<file path="src/rtl/verifica_tabuleiro.sv">
// verifica_tabuleiro
//   Scans one 3x3 tic-tac-toe board out of a shared board memory and reports
//   the winner, a draw, and the winning line index.
//
//   Scan sequence: OCIOSO -> LEITURA (9 reads) -> ESPERA (last read lands)
//                  -> AVALIA (one line per cycle) -> FIM (pronto strobe).
//
//   Ports
//     clock      sole clock, rising edge
//     reset_n    asynchronous active-low reset
//     iniciar    start request, only honoured in OCIOSO
//     base       board index (0-8 micro, 9 macro), latched on start
//     endereco   board-memory read address, base*9+k during LEITURA, else 0
//     dado       cell code returned one cycle after endereco
//     ocupado    scan in progress
//     pronto     one-cycle result strobe (state FIM)
//     vencedor   00 none, 01 O, 10 X
//     empate     board full with no winner
//     linha      index of the first winning line
//     db_estado  current state code
//
//   Optional build macro: PARADA_ANTECIPADA_EN
//     When defined, a winning line ends AVALIA at once (pronto at 12+l cycles
//     after the start edge). Otherwise all 8 lines are checked and latency is
//     fixed at 19 cycles. Results are identical in both builds.
module verifica_tabuleiro (
  input  logic       clock,
  input  logic       reset_n,
  input  logic       iniciar,
  input  logic [3:0] base,
  output logic [7:0] endereco,
  input  logic [1:0] dado,
  output logic       ocupado,
  output logic       pronto,
  output logic [1:0] vencedor,
  output logic       empate,
  output logic [2:0] linha,
  output logic [3:0] db_estado
);

  typedef enum logic [3:0] {
    OCIOSO  = 4'h0,
    LEITURA = 4'h1,
    ESPERA  = 4'h2,
    AVALIA  = 4'h3,
    FIM     = 4'hF
  } estado_t;

  estado_t    estado;
  logic [3:0] k;
  logic [2:0] l;
  logic [3:0] base_q;
  logic [1:0] celula [0:8];

  logic [1:0] ca, cb, cc;
  logic       vitoria;
  logic       cheio;

  // Three cells of the line under test.
  always_comb begin
    ca = 2'b00;
    cb = 2'b00;
    cc = 2'b00;
    case (l)
      3'd0: begin ca = celula[0]; cb = celula[1]; cc = celula[2]; end
      3'd1: begin ca = celula[3]; cb = celula[4]; cc = celula[5]; end
      3'd2: begin ca = celula[6]; cb = celula[7]; cc = celula[8]; end
      3'd3: begin ca = celula[0]; cb = celula[3]; cc = celula[6]; end
      3'd4: begin ca = celula[1]; cb = celula[4]; cc = celula[7]; end
      3'd5: begin ca = celula[2]; cb = celula[5]; cc = celula[8]; end
      3'd6: begin ca = celula[0]; cb = celula[4]; cc = celula[8]; end
      default: begin ca = celula[2]; cb = celula[4]; cc = celula[6]; end
    endcase
  end

  // Only player codes win; 11 (blocked) three-in-a-row is not a win.
  assign vitoria = (ca == cb) && (cb == cc) && ((ca == 2'b01) || (ca == 2'b10));

  always_comb begin
    cheio = 1'b1;
    for (int i = 0; i < 9; i++)
      if (celula[i] == 2'b00) cheio = 1'b0;
  end

  // Moore outputs decoded from registered state only.
  assign endereco  = (estado == LEITURA) ? ({4'b0, base_q} * 8'd9 + {4'b0, k}) : 8'd0;
  assign ocupado   = (estado == LEITURA) || (estado == ESPERA) ||
                     (estado == AVALIA)  || (estado == FIM);
  assign pronto    = (estado == FIM);
  assign db_estado = estado;

  always_ff @(posedge clock or negedge reset_n) begin
    if (!reset_n) begin
      estado   <= OCIOSO;
      k        <= 4'd0;
      l        <= 3'd0;
      base_q   <= 4'd0;
      vencedor <= 2'b00;
      empate   <= 1'b0;
      linha    <= 3'd0;
      for (int i = 0; i < 9; i++) celula[i] <= 2'b00;
    end else begin
      case (estado)
        OCIOSO: begin
          if (iniciar) begin
            base_q   <= base;
            vencedor <= 2'b00;
            empate   <= 1'b0;
            linha    <= 3'd0;
            k        <= 4'd0;
            estado   <= LEITURA;
          end
        end
        LEITURA: begin
          // dado lags endereco by one cycle, so it belongs to cell k-1.
          if (k != 4'd0) celula[k - 4'd1] <= dado;
          if (k == 4'd8) begin
            k      <= 4'd0;
            estado <= ESPERA;
          end else begin
            k <= k + 4'd1;
          end
        end
        ESPERA: begin
          celula[8] <= dado;
          l         <= 3'd0;
          estado    <= AVALIA;
        end
        AVALIA: begin
          if (l == 3'd7) begin
            estado <= FIM;
            if (!vitoria && (vencedor == 2'b00) && cheio) empate <= 1'b1;
          end else begin
            l <= l + 3'd1;
          end
          // First winning line wins; later ones never overwrite it.
          if (vitoria && (vencedor == 2'b00)) begin
            vencedor <= ca;
            linha    <= l;
`ifdef PARADA_ANTECIPADA_EN
            estado   <= FIM;
`endif
          end
        end
        FIM: begin
          estado <= OCIOSO;
        end
        default: begin
          estado <= OCIOSO;
        end
      endcase
    end
  end

endmodule

</file>
<file path="config.mk">
export PLATFORM = sky130hd
export DESIGN_NAME = verifica_tabuleiro
export DESIGN_NICKNAME = d
export VERILOG_FILES = /design/src/rtl/verifica_tabuleiro.sv
export SDC_FILE = /design/constraint.sdc
export NUM_CORES = 1
export LEC_CHECK = 0
export BUFFER_PORTS_ARGS = -buffer_cell sky130_fd_sc_hd__buf_2
export CAP_MARGIN = 20
export CELL_PAD_IN_SITES_DETAIL_PLACEMENT = 0
export CELL_PAD_IN_SITES_GLOBAL_PLACEMENT = 2
export CORE_AREA = 2 2 83 85
export CTS_CLUSTER_DIAMETER = 120
export DETAILED_ROUTE_END_ITERATION = 8
export DIE_AREA = 0 0 85 87
export PLACE_DENSITY_LB_ADDON = 0.25
export SETUP_SLACK_MARGIN = 0.5
export SLEW_MARGIN = 20
export SYNTH_ARGS = -nofsm -noshare
export SYNTH_HDL_FRONTEND = slang
export SYNTH_SLANG_ARGS = --single-unit
export TNS_END_PERCENT = 5
</file>
<file path="constraint.sdc">
create_clock -name clock -period 5.81 [get_ports clock]
set_input_delay 1.162 -clock clock [delete_from_list [all_inputs] [get_ports clock]]
set_output_delay 1.162 -clock clock [all_outputs]
set_load 0.01 [all_outputs]
</file>
==> run summary, run 1 <==
Synth Cell Area: 0.002521 sq mm
area added between synthesis and finish: 11.07%
initial cell density of the core: 0.3838
Final Setup Violations: 0
required time reported for the critical path endpoint: 4650 ps
CP endpoint kind: output pin
cell mode on critical path: sky130_fd_sc_hd__ha_1
post-CTS sizing: 0
initial antenna violation count: 0
Starting DRT DRC Count: 70
routed via count divided by cell count: 5.434
Worst slew margin: 0.4205
drt first pass iters: 4
result of the run: completed
number of synthesized register bits: 38
worst reg2reg path depth: 9
number of synthesis warnings: 0
wirelength, routed: 5.935 mm
PwrDens: 591.1 mW/mm^2
count of hold buffers inserted by post-cts repair: 0
data arrival time of the critical path: 2510 ps
total CTS buffers: 5
routed wire length per instance: 16.00 microns
core region area: 0.006569 sq mm
non-filler cells in the finished layout: 371
clock-pin slew reported for the worst setup and hold paths after clock tree synthesis: 80 ps
leading cell types by total area after synthesis: sky130_fd_sc_hd__dfrtp_1, sky130_fd_sc_hd__ha_1, sky130_fd_sc_hd__mux2_2
max capacitance violation total: 0
total number of clock tree sinks: 38
clock skew after layout: 6.190 ps
clock latency reported for the late side of the worst-skew pair: 290 ps
Layout Cell Area excl Fill: 0.002800 sq mm
clock tree from TritonCTS: done
GR Util All Layers: 0.1686
via count: 2016
multi-input logic area: 0.001480 sq mm
antenna diode count: 0
Std-Cell Rows: 30
grt ovf: 0
most used standard cells in the synthesized netlist: sky130_fd_sc_hd__dfrtp_1, sky130_fd_sc_hd__nand2_1, sky130_fd_sc_hd__ha_1
placer's final routability congestion estimate: 0.8008
static leakage: 1.367 nW
Worst VDD drop: 0.2144 mV
Antenna Nets Post-Route: 0
Mean Syn Cell Area: 9.514 sq um
aggregate negative setup slack: 0 ps
layout cell share with drive strength beyond 1: 0.2234
final clock period utilization by the worst path: 0.6326
unique cell type count in the Yosys netlist: 46
Min Clock Period, post-route: 3675 ps
total placed cells including tap cells: 363
largest net degree at the start of global routing: 39
Slew Limit Fails: 0
number of enable-type register cells in the synthesized netlist: 0
critical path type: flop to output pin
worst min-delay path category: flop to flop
slowest stage cell on the critical path: sky130_fd_sc_hd__dfrtp_1
DP Wirelength: 4.446 mm
count of input and output buffers: 28
Fill cells: 697
worst slew pin tran: 869.2 ps
Total Die Area: 0.007395 sq mm
Most used DFF post-synth: sky130_fd_sc_hd__dfrtp_1
chain of cells forming the critical path: ha_1 > ha_1 > ha_1 > a21o_1 > a21o_1 > a21oi_1 > xor2_1 > nor2_1 > buf_2
instance count of the mapped netlist: 265
most frequent cell after synthesis: sky130_fd_sc_hd__dfrtp_1
die width: 85 microns
NumNets Final: 323
die span in y: 87 microns
maximum count of clock buffers along a single path: 2
global-route wire length before repair: 9.894 mm
Hold Violations, Final: 0
net count of the mapped netlist: 298
area fraction of the dominant cell type after synthesis: 0.3772
async set-or-reset flop fraction in the synthesized netlist: 1.000
setup repair after global routing missed its margin: no
sequential cell area: 950.9 sq um
launching element type of the critical path: flop
share of the yosys chip area belonging to registers: 0.3772
number of setup buffers added after CTS: 0
post-synth top area cell: sky130_fd_sc_hd__dfrtp_1
post-route DRC violation count: 0
area after detailed placement: 0.002709 sq mm
Critical Path Fanout Max: 4
Worst Hold Path Cells: 1
H-tree Lvls: 2
clk root buf: sky130_fd_sc_hd__clkbuf_8
Max Clock Freq: 272.1 MHz
Critical Path Max Stage Delay: 420 ps
io pins: 29
number of global-route vias before repair: 1987
[path summary, 6_finish.rpt]
kind / startpoint / endpoint / slack, ps
setup / recovery: base_q[3] / endereco[6] / 2130
hold / removal: empate / empate / 490
setup reg to reg: l[0] / vencedor[1] / 2600
hold reg to reg: empate / empate / 490
max in group asynchronous: reset_n / empate / 4280
min in group asynchronous: reset_n / celula[16] / 990
[state kept, by name, summed over array words and instances (netlist names)]
| signal | count |
|---|---|
| empate | 1 |
| base_q | 4 |
| k | 4 |
| vencedor | 2 |
| celula | 18 |
| linha | 3 |
| l | 3 |
| db_estado | 3 |
[cell families after synthesis]
| family | Yosys count | share of synthesized area |
|---|---|---|
| simple gates | 97 | 0.1841 |
| compound gates | 55 | 0.1504 |
| flops | 38 | 0.3772 |
| mux | 25 | 0.1097 |
| fa+ha+maj | 24 | 0.1221 |
| buf+inv | 20 | 0.03573 |
| xor+xnor | 6 | 0.02084 |
[power by group]
| group | internal (W) | switching [W] | total [W] |
|---|---|---|---|
| Clock | 0.0000958 | 0.0000923 | 0.000188 |
| Sequential | 0.000382 | 0.000172 | 0.000554 |
| Combinational | 0.000422 | 0.000491 | 0.000913 |
| Total | 0.000900 | 0.000755 | 0.00166 |
[stage by stage]
step	hold WS [ps]	setup slack, ps	total power [W]	utilization
floorplan	478.4	2658	0.001218	-
global placement	472.0	2444	0.001470	0.4124
detailed placement	479.3	2438	0.001475	0.4124
CTS	499.3	2103	0.001672	0.4263
global route	523.1	2021	0.001826	0.4263
finish	491.5	2135	0.001655	0.4263
[worst max-delay path: cells and delay by family, from the launching register on]
| family | cells | cell delay, ps |
|---|---|---|
| AO/OA/AOI/OAI | 3 | 530 |
| XOR/XNOR | 1 | 170 |
| adder cells (fa/ha/maj) | 3 | 890 |
| buffers and inverters | 1 | 150 |
| flip-flops | 1 | 420 |
| AND/OR/NAND/NOR | 1 | 50 |
[routing by layer]
layer  vias up  wire, microns  part of all wire  track usage
li1        992              -                 -            -
met3         6            331             0.056      0.03886
met5         -              0                 0            0
met2        50           2667              0.45       0.2621
met1       968           2885              0.49       0.2358
met4         0             51            0.0086      0.04762
[cells in the final DEF, fill, tap and decap left out, drive strengths merged, types with 9 or more instances in the layout]
cell / n
inv: 10
ha: 23
a21oi: 11
nor2: 20
mux2: 21
and3: 9
o21ai: 15
nand2: 37
dfrtp: 38
buf: 28
[final cells by class]
type,instances,area share
inverter,10,0.01340
sequential,38,0.3396
multi-input combinational,207,0.5286
clock inverter,1,0.001787
tap,80,0.03575
clock buffer,7,0.03083
timing repair buffer,28,0.05004
Note: power is estimated with default switching activity, not from simulation.
==> run 2, diff against run 1 <==
ABC_AREA = 1   (was unset)
CORE_AREA = 2 2 98 100   (was 2 2 83 85)
DIE_AREA = 0 0 100 102   (was 0 0 85 87)
clock period = 3.05 ns   (was 5.81 ns; I/O delays follow)
==> run summary, run 2 <==
result of the run: completed
Slew Limit Fails: 0
drt first pass iters: 4
Most used DFF post-synth: sky130_fd_sc_hd__dfrtp_1
Starting DRT DRC Count: 96
final clock period utilization by the worst path: 0.9770
NumNets Final: 449
clock skew after layout: 11.56 ps
global routing usage on met3: 0.03146
launching element type of the critical path: flop
largest net degree at the start of global routing: 39
launching element of the worst setup path: base_q[0]
async set-or-reset flop fraction in the synthesized netlist: 1.000
r2r startpoint: l[0]
non-filler cells in the finished layout: 528
Crit Reg-Reg Endpoint: linha[2]
post-synth top area cell: sky130_fd_sc_hd__dfrtp_1
number of enable-type register cells in the synthesized netlist: 0
multi-input logic area: 0.001624 sq mm
Min Clock Period, post-route: 2980 ps
setup repair after global routing missed its margin: yes
chain of cells forming the critical path: ha_4 > ha_4 > ha_4 > inv_4 > nor2_4 > nor2_1 > nor2_1 > nor2_1 > o21bai_1 > o21ai_1 > a21oi_1 > buf_2
grt ovf: 0
GR Util All Layers: 0.1579
io pins: 29
routed via count divided by cell count: 4.693
worst slew pin tran: 890.1 ps
wirelength, routed: 7.310 mm
DP Wirelength: 5.766 mm
crit path setup slack, layout: 70.18 ps
Total Die Area: 0.01020 sq mm
unique cell type count in the Yosys netlist: 34
sequential cell area: 953.4 sq um
register ranked first by flip-flop count: celula
clk root buf: sky130_fd_sc_hd__clkbuf_8
total placed cells including tap cells: 512
global-route wire length before repair: 12.51 mm
maximum count of clock buffers along a single path: 2
core region area: 0.009109 sq mm
met1 track utilization from global routing: 0.2038
leading cell types by total area after synthesis: sky130_fd_sc_hd__dfrtp_1, sky130_fd_sc_hd__nand2_1, sky130_fd_sc_hd__ha_1
layout cell share with drive strength beyond 1: 0.2062
hold_ws: 445.2 ps
Max Clock Freq: 335.6 MHz
area added between synthesis and finish: 19.07%
clock tree from TritonCTS: done
count of input and output buffers: 28
initial cell density of the core: 0.3011
number of synthesis warnings: 0
reg-to-reg setup timing slack: 780 ps
Fill cells: 991
most used standard cells in the synthesized netlist: sky130_fd_sc_hd__nand2_1, sky130_fd_sc_hd__nor2_1, sky130_fd_sc_hd__inv_1
area fraction of the dominant cell type after synthesis: 0.3467
total power of the final layout: 0.003790 W
most frequent cell after synthesis: sky130_fd_sc_hd__nand2_1
Hold Violations, Final: 0
Mean Syn Cell Area: 7.294 sq um
instance count of the mapped netlist: 376
routed wire length per instance: 13.84 microns
die width: 100 microns
clock-pin slew reported for the worst setup and hold paths after clock tree synthesis: 80 ps
Std-Cell Rows: 35
Worst slew margin: 0.4066
end point of the critical path: endereco[6]
share of the yosys chip area belonging to registers: 0.3467
placer's final routability congestion estimate: 0.8288
post-route DRC violation count: 0
Synth Cell Area: 0.002743 sq mm
layer carrying the most global-route usage: met2
H-tree Lvls: 2
number of synthesized register bits: 38
die span in y: 102 microns
via count: 2478
clock latency reported for the late side of the worst-skew pair: 290 ps
worst reg2reg path depth: 13
slowest stage cell on the critical path: sky130_fd_sc_hd__dfrtp_1
DP Worst Slack: 254.3 ps
Antenna Nets Post-Route: 0
number of global-route vias before repair: 2523
required time reported for the critical path endpoint: 2440 ps
Final Setup Violations: 0
critical path type: flop to output pin
Critical Path Fanout Max: 3
count of hold buffers inserted by post-cts repair: 0
most common cell after layout, fill and taps aside: sky130_fd_sc_hd__nand2_1
met2 global-route usage: 0.2692
max capacitance violation total: 0
total CTS buffers: 5
antenna diode count: 0
static leakage: 1.688 nW
CP endpoint kind: output pin
Worst VDD drop: 0.4403 mV
PwrDens: 1161 mW/mm^2
total number of clock tree sinks: 38
Critical Path Max Stage Delay: 430 ps
data arrival time of the critical path: 2370 ps
largest registers: celula (18), base_q (4), k (4)
max FFs per register: 18
initial antenna violation count: 0
worst min-delay path category: input port to asynchronous set/reset pin
net count of the mapped netlist: 409
top library cells by usage in the layout, fill and taps aside: sky130_fd_sc_hd__nand2_1, sky130_fd_sc_hd__nor2_1, sky130_fd_sc_hd__inv_1
[run 2: per-layer routing]
| metal | routed length, microns | vias up |
|---|---|---|
| li1 | - | 1284 |
| met1 | 3390 | 1149 |
| met2 | 3556 | 32 |
| met3 | 211 | 13 |
| met4 | 151 | 0 |
| met5 | 0 | - |
[run 2: stage by stage]
stage	util	area [sq um]	setup TNS [ps]
CTS	0.3521	3207	0
global placement	0.3305	3010	0
floorplan	-	2768	0
global route	0.3585	3266	-157.0
finish	0.3585	3266	0
detailed placement	0.3305	3010	0
[run 2: worst max-delay path, delay by kind of cell, from the launching register on]
family / cells / cell delay, ps
fa+ha+maj: 3 / 750
flops: 1 / 430
simple gates: 4 / 360
compound gates: 3 / 360
buf+inv: 2 / 180
[run 2: how the worst min path moves through the flow]
stage | from | end | slack [ps] | cells past startpoint
after floorplan | reset_n | base_q[0] | 310 | 0
after global placement | linha[2] | linha[2] | 490 | 2
after detailed placement | linha[1] | linha[1] | 490 | 2
after CTS | reset_n | celula[3] | 470 | 1
after global routing | reset_n | celula[3] | 510 | 1
final | reset_n | celula[2] | 450 | 1
[run 2: what timing repair did]
action,CTS,global route
pin swaps,2,9
resized for setup,5,10
buffers inserted,4,4
gates cloned,0,0
setup endpoints to repair,6,7
[run 2: cell type report]
cell class                      count  area share
Clock inverter                      2     0.01839
Multi-Input combinational cell    283      0.4973
Timing Repair Buffer               37     0.06360
Inverter                           51     0.06092
Clock buffer                        6     0.02529
Sequential cell                    38      0.2920
Tap cell                          111     0.04253
[run 2: cells by family after synthesis]
group / synth area share
adders and majority gates: 0.1122
xor gates and xnor gates: 0.01597
AOI/OAI and AO/OA: 0.1031
buffers and inverters: 0.08759
and+or+nand+nor: 0.3344
DFF: 0.3467
[run 2: power breakdown]
group	total, W	switching [W]	internal, W
Sequential	0.000995	0.000265	0.000729
Combinational	0.00226	0.00140	0.000860
Clock	0.000535	0.000186	0.000349
Total	0.00379	0.00185	0.00194
==> run 3, diff against run 2 <==
PLACE_DENSITY = 0.72   (was unset)
PLACE_DENSITY_LB_ADDON = unset   (was 0.25)
==> run summary, run 3 (synthesis results as in run 2) <==
global-route wire length before repair: 11.96 mm
Std-Cell Rows: 35
Crit Reg-Reg Endpoint: linha[2]
antenna diode count: 0
global routing usage on met3: 0.02189
io pins: 29
number of global-route vias before repair: 2419
core region area: 0.009109 sq mm
total number of clock tree sinks: 38
clock-pin slew reported for the worst setup and hold paths after clock tree synthesis: 80 ps
DP Worst Slack: 256.2 ps
clock latency reported for the late side of the worst-skew pair: 300 ps
setup repair after global routing missed its margin: yes
drt first pass iters: 4
largest registers: celula (18), base_q (4), k (4)
post-route DRC violation count: 0
slowest stage cell on the critical path: sky130_fd_sc_hd__dfrtp_1
NumNets Final: 450
Worst VDD drop: 0.5059 mV
count of input and output buffers: 28
total CTS buffers: 5
met2 global-route usage: 0.2521
wirelength, routed: 7.155 mm
most common cell after layout, fill and taps aside: sky130_fd_sc_hd__nand2_1
worst min-delay path category: input port to asynchronous set/reset pin
placer's final routability congestion estimate: 0.7942
CP endpoint kind: output pin
worst reg2reg path depth: 13
Slew Limit Fails: 0
initial cell density of the core: 0.3011
area added between synthesis and finish: 19.48%
die span in y: 102 microns
result of the run: completed
end point of the critical path: endereco[6]
initial antenna violation count: 0
layer carrying the most global-route usage: met2
grt ovf: 0
H-tree Lvls: 2
chain of cells forming the critical path: ha_4 > ha_4 > ha_4 > inv_2 > nor2_4 > nor2_2 > nor2_2 > nor2_1 > o21bai_1 > o21ai_1 > a21oi_1 > buf_2
reg-to-reg setup timing slack: 800 ps
Critical Path Fanout Max: 2
CP bufs+invs: 2
routed via count divided by cell count: 4.616
Critical Path Max Stage Delay: 420 ps
final clock period utilization by the worst path: 0.9707
clock skew after layout: 4.126 ps
via count: 2442
r2r startpoint: l[0]
top library cells by usage in the layout, fill and taps aside: sky130_fd_sc_hd__nand2_1, sky130_fd_sc_hd__nor2_1, sky130_fd_sc_hd__inv_1
count of hold buffers inserted by post-cts repair: 0
GR Util All Layers: 0.1498
aggregate negative setup slack: 0 ps
met1 track utilization from global routing: 0.2003
critical path type: flop to output pin
launching element type of the critical path: flop
largest net degree at the start of global routing: 39
Max Clock Freq: 337.8 MHz
max capacitance violation total: 0
kind of cell with the highest combined delay on the critical path: adder cells
required time reported for the critical path endpoint: 2440 ps
maximum count of clock buffers along a single path: 2
clk root buf: sky130_fd_sc_hd__clkbuf_8
Min Clock Period, post-route: 2961 ps
layout cell share with drive strength beyond 1: 0.2129
multi-input logic area: 0.001630 sq mm
PwrDens: 1151 mW/mm^2
clock tree from TritonCTS: done
launching element of the worst setup path: base_q[3]
sequential cell area: 953.4 sq um
die width: 100 microns
routed wire length per instance: 13.53 microns
Final Setup Violations: 0
register ranked first by flip-flop count: celula
data arrival time of the critical path: 2350 ps
Hold Violations, Final: 0
Starting DRT DRC Count: 75
Fill cells: 1010
Stages on worst setup path: 12
max FFs per register: 18
Total Die Area: 0.01020 sq mm
static leakage: 1.695 nW
DP Wirelength: 5.727 mm
Worst slew margin: 0.3959
cell mode on critical path: sky130_fd_sc_hd__ha_4
crit path setup slack, layout: 89.34 ps
worst slew pin tran: 906.1 ps
Antenna Nets Post-Route: 0
total power of the final layout: 0.003773 W
## run 3: area by class of cell
type,count,area share
clock buffers,6,0.02520
well taps,111,0.04238
inverters,51,0.05995
clock inverters,2,0.01833
multi-input cells,283,0.4975
flip-flops and latches,38,0.2910
repair buffers,38,0.06567
## run 3: worst register-to-register path, delay by kind of cell, from the launching register on
kind          cells  cell delay [ps]
simple gates     10             1150
buf+inv           1               90
fa+ha+maj         2              500
flops             1              450
## run 3: report_power, final
part	switching [W]	internal [W]	total [W]
Sequential	0.000253	0.000729	0.000982
Clock	0.000201	0.000349	0.000550
Combinational	0.00139	0.000854	0.00224
Total	0.00184	0.00193	0.00377
## run 3: routing by layer
layer / vias up / part of all wire
met1: 1125 / 0.48
met3: 9 / 0.020
met2: 25 / 0.48
met5: - / 0
met4: 0 / 0.019
li1: 1283 / -
## run 3: metrics by stage
step                      instance area [sq um]  hold WS [ps]  std cells    util
after detailed placement                   3010         502.9        512  0.3305
final                                      3277         442.7        529  0.3598
after global routing                       3277         510.8        529  0.3598
after global placement                     3010         486.4        512  0.3305
after CTS                                  3213         476.7        525  0.3527
after floorplan                            2768         314.4        376       -
## run 3: what timing repair did
action / CTS / global route
setup buffers: 5 / 4
pin swaps: 2 / 10
gates resized for setup: 4 / 11
gates cloned: 0 / 0
setup endpoints to repair: 6 / 6
## run 3: worst min-delay path by stage
stage | from | endpoint | slack, ps | depth (start not counted)
3_3_place_gp | linha[2] | linha[2] | 490 | 2
6_report | reset_n | celula[6] | 440 | 1
4_1_cts | reset_n | db_estado[0] | 480 | 1
3_5_place_dp | linha[0] | linha[0] | 500 | 2
5_1_grt | reset_n | celula[6] | 510 | 1
2_1_floorplan | reset_n | base_q[0] | 310 | 0
